==> config.mk <==
export PLATFORM = sky130hd
export DESIGN_NAME = reg_writeback_flat
export DESIGN_NICKNAME = d
export VERILOG_FILES = /design/src/rtl/reg_writeback_if.sv /design/src/rtl/reg_writeback.sv /design/src/flat_wrapper.sv
export SDC_FILE = /design/constraint.sdc
export NUM_CORES = 1
export LEC_CHECK = 0
export CAP_MARGIN = 20
export CORE_MARGIN = 10
export CORE_UTILIZATION = 53
export DETAILED_ROUTE_END_ITERATION = 12
export GPL_TIMING_DRIVEN = 0
export PLACE_DENSITY = 0.87
export SYNTH_ARGS = -nofsm -noshare
export SYNTH_HDL_FRONTEND = slang
export SYNTH_SLANG_ARGS = --single-unit
export TNS_END_PERCENT = 30
==> constraint.sdc <==
create_clock -name clock -period 6.53 [get_ports clock]
set_input_delay 0.653 -clock clock [delete_from_list [all_inputs] [get_ports clock]]
set_output_delay 0.653 -clock clock [all_outputs]
set_load 0.01 [all_outputs]
==> src/rtl/reg_writeback_if.sv <==
// reg_writeback_if: ALU/LSU result, reservation, operand-check and register-file write signals
interface reg_writeback_if;
   logic        alu_valid;
   logic [4:0]  alu_rd;
   logic [31:0] alu_data;
   logic        alu_stall;
   logic        lsu_valid;
   logic        lsu_ready;
   logic [4:0]  lsu_rd;
   logic [31:0] lsu_data;
   logic        rsv_valid;
   logic [4:0]  rsv_rd;
   logic [4:0]  chk_rs1;
   logic [4:0]  chk_rs2;
   logic        busy_rs1;
   logic        busy_rs2;
   logic [4:0]  write_reg;
   logic [31:0] write_data;
   logic        regwrite;
   logic [31:0] pending;
   logic        sb_err;

   modport master (
      output alu_valid, alu_rd, alu_data, lsu_valid, lsu_rd, lsu_data,
             rsv_valid, rsv_rd, chk_rs1, chk_rs2,
      input  alu_stall, lsu_ready, busy_rs1, busy_rs2, write_reg, write_data,
             regwrite, pending, sb_err
   );

   modport slave (
      input  alu_valid, alu_rd, alu_data, lsu_valid, lsu_rd, lsu_data,
             rsv_valid, rsv_rd, chk_rs1, chk_rs2,
      output alu_stall, lsu_ready, busy_rs1, busy_rs2, write_reg, write_data,
             regwrite, pending, sb_err
   );
endinterface

==> src/rtl/reg_writeback.sv <==
// reg_writeback: merges ALU and buffered LSU results into one register-file write per cycle, with a pending scoreboard
module reg_writeback #(
   parameter int LSU_DEPTH = 2
) (
   input logic           clock,
   input logic           reset,
   reg_writeback_if.slave bus
);
   localparam int PW = $clog2(LSU_DEPTH);

   logic [4:0]    fifo_rd   [LSU_DEPTH];
   logic [31:0]   fifo_data [LSU_DEPTH];
   logic [PW-1:0] head, tail;
   logic [2:0]    count;
   logic          full, empty, push, pop, sel_alu, sel, wb_lsu, clr, set_rsv, err;
   logic [4:0]    sel_rd;
   logic [31:0]   sel_data, set_mask, clr_mask;

   assign full          = count == 3'(LSU_DEPTH);
   assign empty         = count == 3'd0;
   assign bus.lsu_ready = reset && !full;
   assign bus.alu_stall = full;
   assign push          = bus.lsu_valid && bus.lsu_ready;
   assign sel_alu       = !full && bus.alu_valid;
   assign pop           = !sel_alu && !empty;
   assign sel           = sel_alu || pop;
   assign sel_rd        = sel_alu ? bus.alu_rd : fifo_rd[head];
   assign sel_data      = sel_alu ? bus.alu_data : fifo_data[head];

   assign clr      = bus.regwrite && wb_lsu;
   assign set_rsv  = bus.rsv_valid && bus.rsv_rd != 5'd0;
   assign set_mask = set_rsv ? 32'd1 << bus.rsv_rd : 32'd0;
   assign clr_mask = clr ? 32'd1 << bus.write_reg : 32'd0;
   assign err      = (set_rsv && bus.pending[bus.rsv_rd] && !(clr && bus.write_reg == bus.rsv_rd))
                   || (clr && !bus.pending[bus.write_reg]);
   assign bus.busy_rs1 = bus.pending[bus.chk_rs1];
   assign bus.busy_rs2 = bus.pending[bus.chk_rs2];

   // LSU result storage, written at the tail on every accepted push
   always_ff @(posedge clock)
      if (push) begin
         fifo_rd[tail]   <= bus.lsu_rd;
         fifo_data[tail] <= bus.lsu_data;
      end

   // FIFO pointers and occupancy; push and pop may happen together
   always_ff @(posedge clock or negedge reset)
      if (!reset) begin
         head  <= '0;
         tail  <= '0;
         count <= '0;
      end else begin
         if (push) tail <= (tail == PW'(LSU_DEPTH - 1)) ? '0 : tail + 1'b1;
         if (pop) head <= (head == PW'(LSU_DEPTH - 1)) ? '0 : head + 1'b1;
         count <= count + 3'(push) - 3'(pop);
      end

   // register the selected result; x0 results are consumed without a write
   always_ff @(posedge clock or negedge reset)
      if (!reset) begin
         bus.write_reg  <= '0;
         bus.write_data <= '0;
         bus.regwrite   <= 1'b0;
         wb_lsu         <= 1'b0;
      end else begin
         bus.write_reg  <= sel_rd;
         bus.write_data <= sel_data;
         bus.regwrite   <= sel && sel_rd != 5'd0;
         wb_lsu         <= pop;
      end

   // pending bits: set on reserve, clear on LSU writeback, set wins on a same-edge collision
   always_ff @(posedge clock or negedge reset)
      if (!reset) begin
         bus.pending <= '0;
         bus.sb_err  <= 1'b0;
      end else begin
         bus.pending <= (bus.pending & ~clr_mask) | set_mask;
         bus.sb_err  <= bus.sb_err || err;
      end
endmodule
==> src/flat_wrapper.sv <==
// flat-port wrapper written by rule: the top's interface ports become plain ports
module reg_writeback_flat 
#(
   parameter int LSU_DEPTH = 2
)
  (clock, reset, bus_alu_valid, bus_alu_rd, bus_alu_data, bus_lsu_valid, bus_lsu_rd, bus_lsu_data, bus_rsv_valid, bus_rsv_rd, bus_chk_rs1, bus_chk_rs2, bus_alu_stall, bus_lsu_ready, bus_busy_rs1, bus_busy_rs2, bus_write_reg, bus_write_data, bus_regwrite, bus_pending, bus_sb_err);
  reg_writeback_if bus_i ();
  input logic clock;
  input logic reset;
  input wire logic [$bits(bus_i.alu_valid)-1:0] bus_alu_valid;
  input wire logic [$bits(bus_i.alu_rd)-1:0] bus_alu_rd;
  input wire logic [$bits(bus_i.alu_data)-1:0] bus_alu_data;
  input wire logic [$bits(bus_i.lsu_valid)-1:0] bus_lsu_valid;
  input wire logic [$bits(bus_i.lsu_rd)-1:0] bus_lsu_rd;
  input wire logic [$bits(bus_i.lsu_data)-1:0] bus_lsu_data;
  input wire logic [$bits(bus_i.rsv_valid)-1:0] bus_rsv_valid;
  input wire logic [$bits(bus_i.rsv_rd)-1:0] bus_rsv_rd;
  input wire logic [$bits(bus_i.chk_rs1)-1:0] bus_chk_rs1;
  input wire logic [$bits(bus_i.chk_rs2)-1:0] bus_chk_rs2;
  output wire logic [$bits(bus_i.alu_stall)-1:0] bus_alu_stall;
  output wire logic [$bits(bus_i.lsu_ready)-1:0] bus_lsu_ready;
  output wire logic [$bits(bus_i.busy_rs1)-1:0] bus_busy_rs1;
  output wire logic [$bits(bus_i.busy_rs2)-1:0] bus_busy_rs2;
  output wire logic [$bits(bus_i.write_reg)-1:0] bus_write_reg;
  output wire logic [$bits(bus_i.write_data)-1:0] bus_write_data;
  output wire logic [$bits(bus_i.regwrite)-1:0] bus_regwrite;
  output wire logic [$bits(bus_i.pending)-1:0] bus_pending;
  output wire logic [$bits(bus_i.sb_err)-1:0] bus_sb_err;
  assign bus_i.alu_valid = bus_alu_valid;
  assign bus_i.alu_rd = bus_alu_rd;
  assign bus_i.alu_data = bus_alu_data;
  assign bus_i.lsu_valid = bus_lsu_valid;
  assign bus_i.lsu_rd = bus_lsu_rd;
  assign bus_i.lsu_data = bus_lsu_data;
  assign bus_i.rsv_valid = bus_rsv_valid;
  assign bus_i.rsv_rd = bus_rsv_rd;
  assign bus_i.chk_rs1 = bus_chk_rs1;
  assign bus_i.chk_rs2 = bus_chk_rs2;
  assign bus_alu_stall = bus_i.alu_stall;
  assign bus_lsu_ready = bus_i.lsu_ready;
  assign bus_busy_rs1 = bus_i.busy_rs1;
  assign bus_busy_rs2 = bus_i.busy_rs2;
  assign bus_write_reg = bus_i.write_reg;
  assign bus_write_data = bus_i.write_data;
  assign bus_regwrite = bus_i.regwrite;
  assign bus_pending = bus_i.pending;
  assign bus_sb_err = bus_i.sb_err;
  reg_writeback #(.LSU_DEPTH(LSU_DEPTH)) u_core (.clock(clock), .reset(reset), .bus(bus_i));
endmodule
---- Word level (Yosys, flattened, before mapping) ----
Memory sizes are Yosys's and may differ from the RTL's.
Index checks and enable logic that the tools add are counted.
W data, S select, Z words.
storage, ports and cells
  register bits ........................... 77
  memory bits (writable) .................. 74
  input port bits ......................... 94
  output and inout bits ................... 75
  logic and storage cells ................. 64
  memories ................................ 2
memory list
  memory            depth  width  read ports  clocked after Yosys merged registers in  write ports  RTL line             text
  u_core.fifo_data  2      32     1           0                                        1            reg_writeback.sv:12  logic [31:0] fifo_data [LSU_DEPTH];
  u_core.fifo_rd    2      5      1           0                                        1            reg_writeback.sv:11  logic [4:0] fifo_rd [LSU_DEPTH];
cells by class
  add/subtract/negate cells ............... 4
  order comparisons ....................... 4
  equal/unequal tests ..................... 2
  shift-type cells ........................ 2
  multiplexer cells ....................... 16
  bitwise logic cells ..................... 3
  reduce and logical (&&, ||, !) cells .... 22
operators by type and width
  kind                    number
  $mux W32                3
  $shl A1 B5 Y32 const A  2
  $and A32 B32 Y32        1
  $not A32 Y32            1
  $or A32 B32 Y32         1
  $lt A5 B6 Y1 const B    4
  $bmux W1 S5             4
  $logic_and A1 B1 Y1     11
  $reduce_bool A5 Y1      2
  $mux W1                 8
  $eq A5 B5 Y1            1
  $logic_not A1 Y1        5
  $mux W5                 1
  $add A3 B1 Y3           1
  $eq A3 B2 Y1 const B    1
  $logic_not A3 Y1        1
  $logic_or A1 B1 Y1      3
  $sub A3 B1 Y3           1
  $add A1 B1 Y1 const B   2

---- Depth between registers and ports, before layout ----
  depth in word-level cells ............... 7
  depth in mapped cells ................... 8
  mapped depth without buffers ............ 8

---- Worst setup path after synthesis ----
Ideal clock, no wire load.
  kind .................................... input port to flip-flop
  start point ............................. in reset
  end point ............................... mem u_core.fifo_data[0][0] (enable)
  setup time .............................. 0.431 ns
  arrival time ............................ 2.526 ns
  required time ........................... 6.099 ns
  setup slack ............................. 3.573 ns
  cell stages on the path ................. 3
  path buffers ............................ 0
  cells stage by stage .................... and2_1 nand2_1 nor2_1
between the ends
  cells in the longest elaborated chain, start to end .. 4
RTL lines
  what                           RTL line             text
  start, declared                flat_wrapper.sv:9    input logic reset;
  $logic_and A1 B1 Y1            reg_writeback.sv:21  assign bus.lsu_ready = reset && !full;
  $logic_and A1 B1 Y1            reg_writeback.sv:23  assign push = bus.lsu_valid && bus.lsu_ready;
  $mux W1                        reg_writeback.sv:41  if (push) begin
  $mux W1 (implied by the code)  reg_writeback.sv:43  fifo_data[tail] <= bus.lsu_data;
  end, declared                  reg_writeback.sv:12
Every way passes these cells.

---- Worst setup path after layout ----
  start point ............................. in bus_chk_rs1[1]
  end point ............................... out bus_busy_rs1
between the ends
  cells in the longest elaborated chain, start to end .. 2
RTL lines
  what                           RTL line             text
  start, declared                flat_wrapper.sv:18   input wire logic [$bits(bus_i.chk_rs1)-1:0] bus_chk_rs1;
  $bmux W1 S5                    reg_writeback.sv:36  assign bus.busy_rs1 = bus.pending[bus.chk_rs1];
  $mux W1 (implied by the code)  reg_writeback.sv:36
  end, declared                  flat_wrapper.sv:22   output wire logic [$bits(bus_i.busy_rs1)-1:0] bus_busy_rs1;
Every way passes these cells. The select of a mux whose other input is x is not followed.

==> out/results.txt <==
Post-DR wirelength/cell = 23.1 um
Largest net degree at the start of global routing = 43
GRT Util Overall = 22.3%
CP Depth = 5
Initial antenna violation count = 0
Slowest cell on the critical path = clkdlybuf4s50_1
TritonCTS clock tree = yes
I/O pins = 169
Final global-route overflow total = 0
RD Place Congestion = 0.937
Yosys warnings = 0
Yosys cell types = 39
Setup bufs post-CTS = 0
CTS H-Tree Depth = 4
Cell depth of the worst flop-to-flop path = 8
Switching share of power = 33.4%
Worst Setup End Kind = output pin
WL final = 19,600 um
DIE AREA = 17,600 um2
Post-Syn Nets = 577
WP data arrival = 2650 ps
Die extent in x = 133 um
Max FFs per register = 64
Max FO, Critical Path = 8
# Max-Cap Violations = 0
Worst-Margin Slew = 936 ps
Syn Std Cell Area = 6720 um2
Rel. slew slack = 37.6%
RSZ-0062 raised after global routing = false
Setup Viol. Count Final = 0
Post-synth top flop = dfrtp_1
Delay-heaviest family, CP = multiplexers
Final hold viol count = 0
Ratio of cells with drive above 1 in the final layout = 14.7%
Clk Tree Root Cell = clkbuf_16
CTS clk-pin slew, worst paths = 60 ps
CP Class = input port to output pin
Pleak = 3.42 nW
Sequential share of power = 38.2%
Worst-skew pair later-pin latency = 420 ps
Inserted Clock Buffers = 17
Area leader, netlist = edfxtp_1
Initial core utilization = 53.7%
Worst hold margin = 215 ps
Final Max Slew Viols = 0
Number of global-route vias before repair = 5,477
Drt first pass iters = 5
Storage element area = 4150 um2
Outcome = complete, no violations
CTS sink count = 151
Max Freq = 303 MHz
Pre-CTS setup slack = 3210 ps
Final worst slack = 3230 ps
Sequential share of the synthesized area = 61.8%
Fin crit share = 50.6%
# fillers = 841
CTS Hold Buffers Added = 0
Startpoint types = input port
Hold Crit Class = input port to asynchronous set/reset pin
Ys async rst share = 51.0%
Net Sw Power = 1.31 mW
CP cell instances = clkbuf_1 > mux4_2 > mux4_2 > mux2_2 > clkdlybuf4s50_1
Top cell by count, worst path = mux4_2
Post-Layout Cell Count = 847
Synth top area share = 33.1%
Dpl hpwl = 13,900 um
Most frequent cell after synthesis = dfrtp_1
Port Buf Inserts = 161
Die Span Y = 133 um
Routed vias/inst = 5.93
Initial DRC count = 410
Clock network power share = 25.1%
Area grow syn2layout = 36.7%
Syn Area/Cell = 14.0 um2
Clock Path Buffers = 2
Top cells by count, synth = dfrtp_1, edfxtp_1, o21ai_0
Syn Inst Count = 480
Cells taking the most area after synthesis = edfxtp_1, dfrtp_1, mux4_2, mux2i_1, o21ai_0
Clock skew after layout = 11.4 ps
Largest registers = u_core.fifo_data x64, u_core.bus.pending x32, u_core.bus.write_data x32
Synthesized flop and latch total = 151
Area of the multi-input gates = 2410 um2
Combinational share of power = 36.8%
PD cells = 428 nW/um2
Routed Antenna Nets = 0
Post-synth EDFFs = 74
Worst EP required = 5880 ps
Crit-path max cell delay = 480 ps
Nets = 759
Int Power = 2.62 mW
Area of the core = 12,500 um2
Post-cts sizing count = 0
Minimum clock period = 3300 ps
Placed insts = 815
Total inserted antenna cells = 0
Peak VDD IR = 280 uV
CP bufs+invs = 2
Total number of vias = 5,022
Row cnt = 41
DRC = 0
First-pass GRT wire length = 30,600 um
Largest reg by FF count = u_core.fifo_data
[worst reg2reg max path, stage by stage (launching register included)]
cell	delay, ps
dfrtp_1	400
or3b_2	510
and2_1	200
nand2_1	160
inv_1	70
ha_1	200
fa_1	410
xnor2_1	190
xnor2_1	150
[final cells by class]
class | count | area share (%)
clock inverters | 15 | 1.80
well taps | 172 | 2.34
clock buffers | 17 | 4.63
flip-flops and latches | 151 | 45.2
repair buffers | 163 | 18.0
multi-input cells | 294 | 26.3
inverters | 6 | 0.245
plain buffers | 29 | 1.51
[kinds of logic after synthesis]
family | Yosys count | synth area share [%]
AO/OA/AOI/OAI | 103 | 8.10
XOR/XNOR | 9 | 1.17
adder cells (fa/ha/maj) | 3 | 0.671
buffers and inverters | 35 | 2.40
flip-flops | 151 | 61.8
multiplexers | 83 | 19.3
AND/OR/NAND/NOR | 96 | 6.61
[power by group through the flow]
stage          registers, mW  logic [mW]  clock network, mW
2_1_floorplan           1.51       0.710                  0
3_3_place_gp            1.48        1.39                  0
3_5_place_dp            1.50        1.44                  0
4_1_cts                 1.49        1.46              0.996
5_1_grt                 1.52        1.55               1.03
6_report                1.50        1.45              0.986
[metal layers]
metal  track usage (%)  share of wire [%]  up-vias
li1                  -                  -     2169
met1              25.1                 37     2484
met2              36.4                 49      309
met3              8.74                 10       60
met4              10.5                3.5        0
met5                 0                  0        -
[final timing paths]
path	startpoint	end	slack, ps
setup / recovery	bus_chk_rs1[1]	bus_busy_rs1	3230
hold / removal	reset	u_core.bus.pending[13]	210
setup reg to reg	u_core.count[0]	u_core.count[2]	4160
hold reg to reg	u_core.bus.sb_err	u_core.bus.sb_err	510
max in group asynchronous	reset	u_core.bus.write_data[13]	5700
min in group clock	u_core.bus.sb_err	u_core.bus.sb_err	510
[layout by cell type (no fill, tap or decap), drive strengths merged, types with 2 or more instances in the layout]
cell type / count
clkdlybuf4s50: 160
dfrtp: 77
edfxtp: 74
o21ai: 60
nor2: 44
mux2i: 37
mux4: 36
a21oi: 35
clkbuf: 30
buf: 19
nand2: 18
inv: 13
mux2: 10
nor2b: 8
nand3: 8
xnor2: 7
nand2b: 5
clkinv: 4
nand4: 3
or4: 2
xor2: 2
ha: 2
bufinv: 2
clkinvlp: 2
and3: 2
or2: 2
o311ai: 2
[through the flow]
step	setup TNS, ps	util, %	instance area (um2)	power, mW
CTS	0	73.3	9180	3.94
finish	0	73.3	9180	3.93
floorplan	0	-	6720	2.22
global route	0	73.3	9180	4.11
detailed placement	0	68.6	8590	2.94
global placement	-19930	68.3	8540	2.87
No activity file was read; power rests on OpenSTA's default activity.
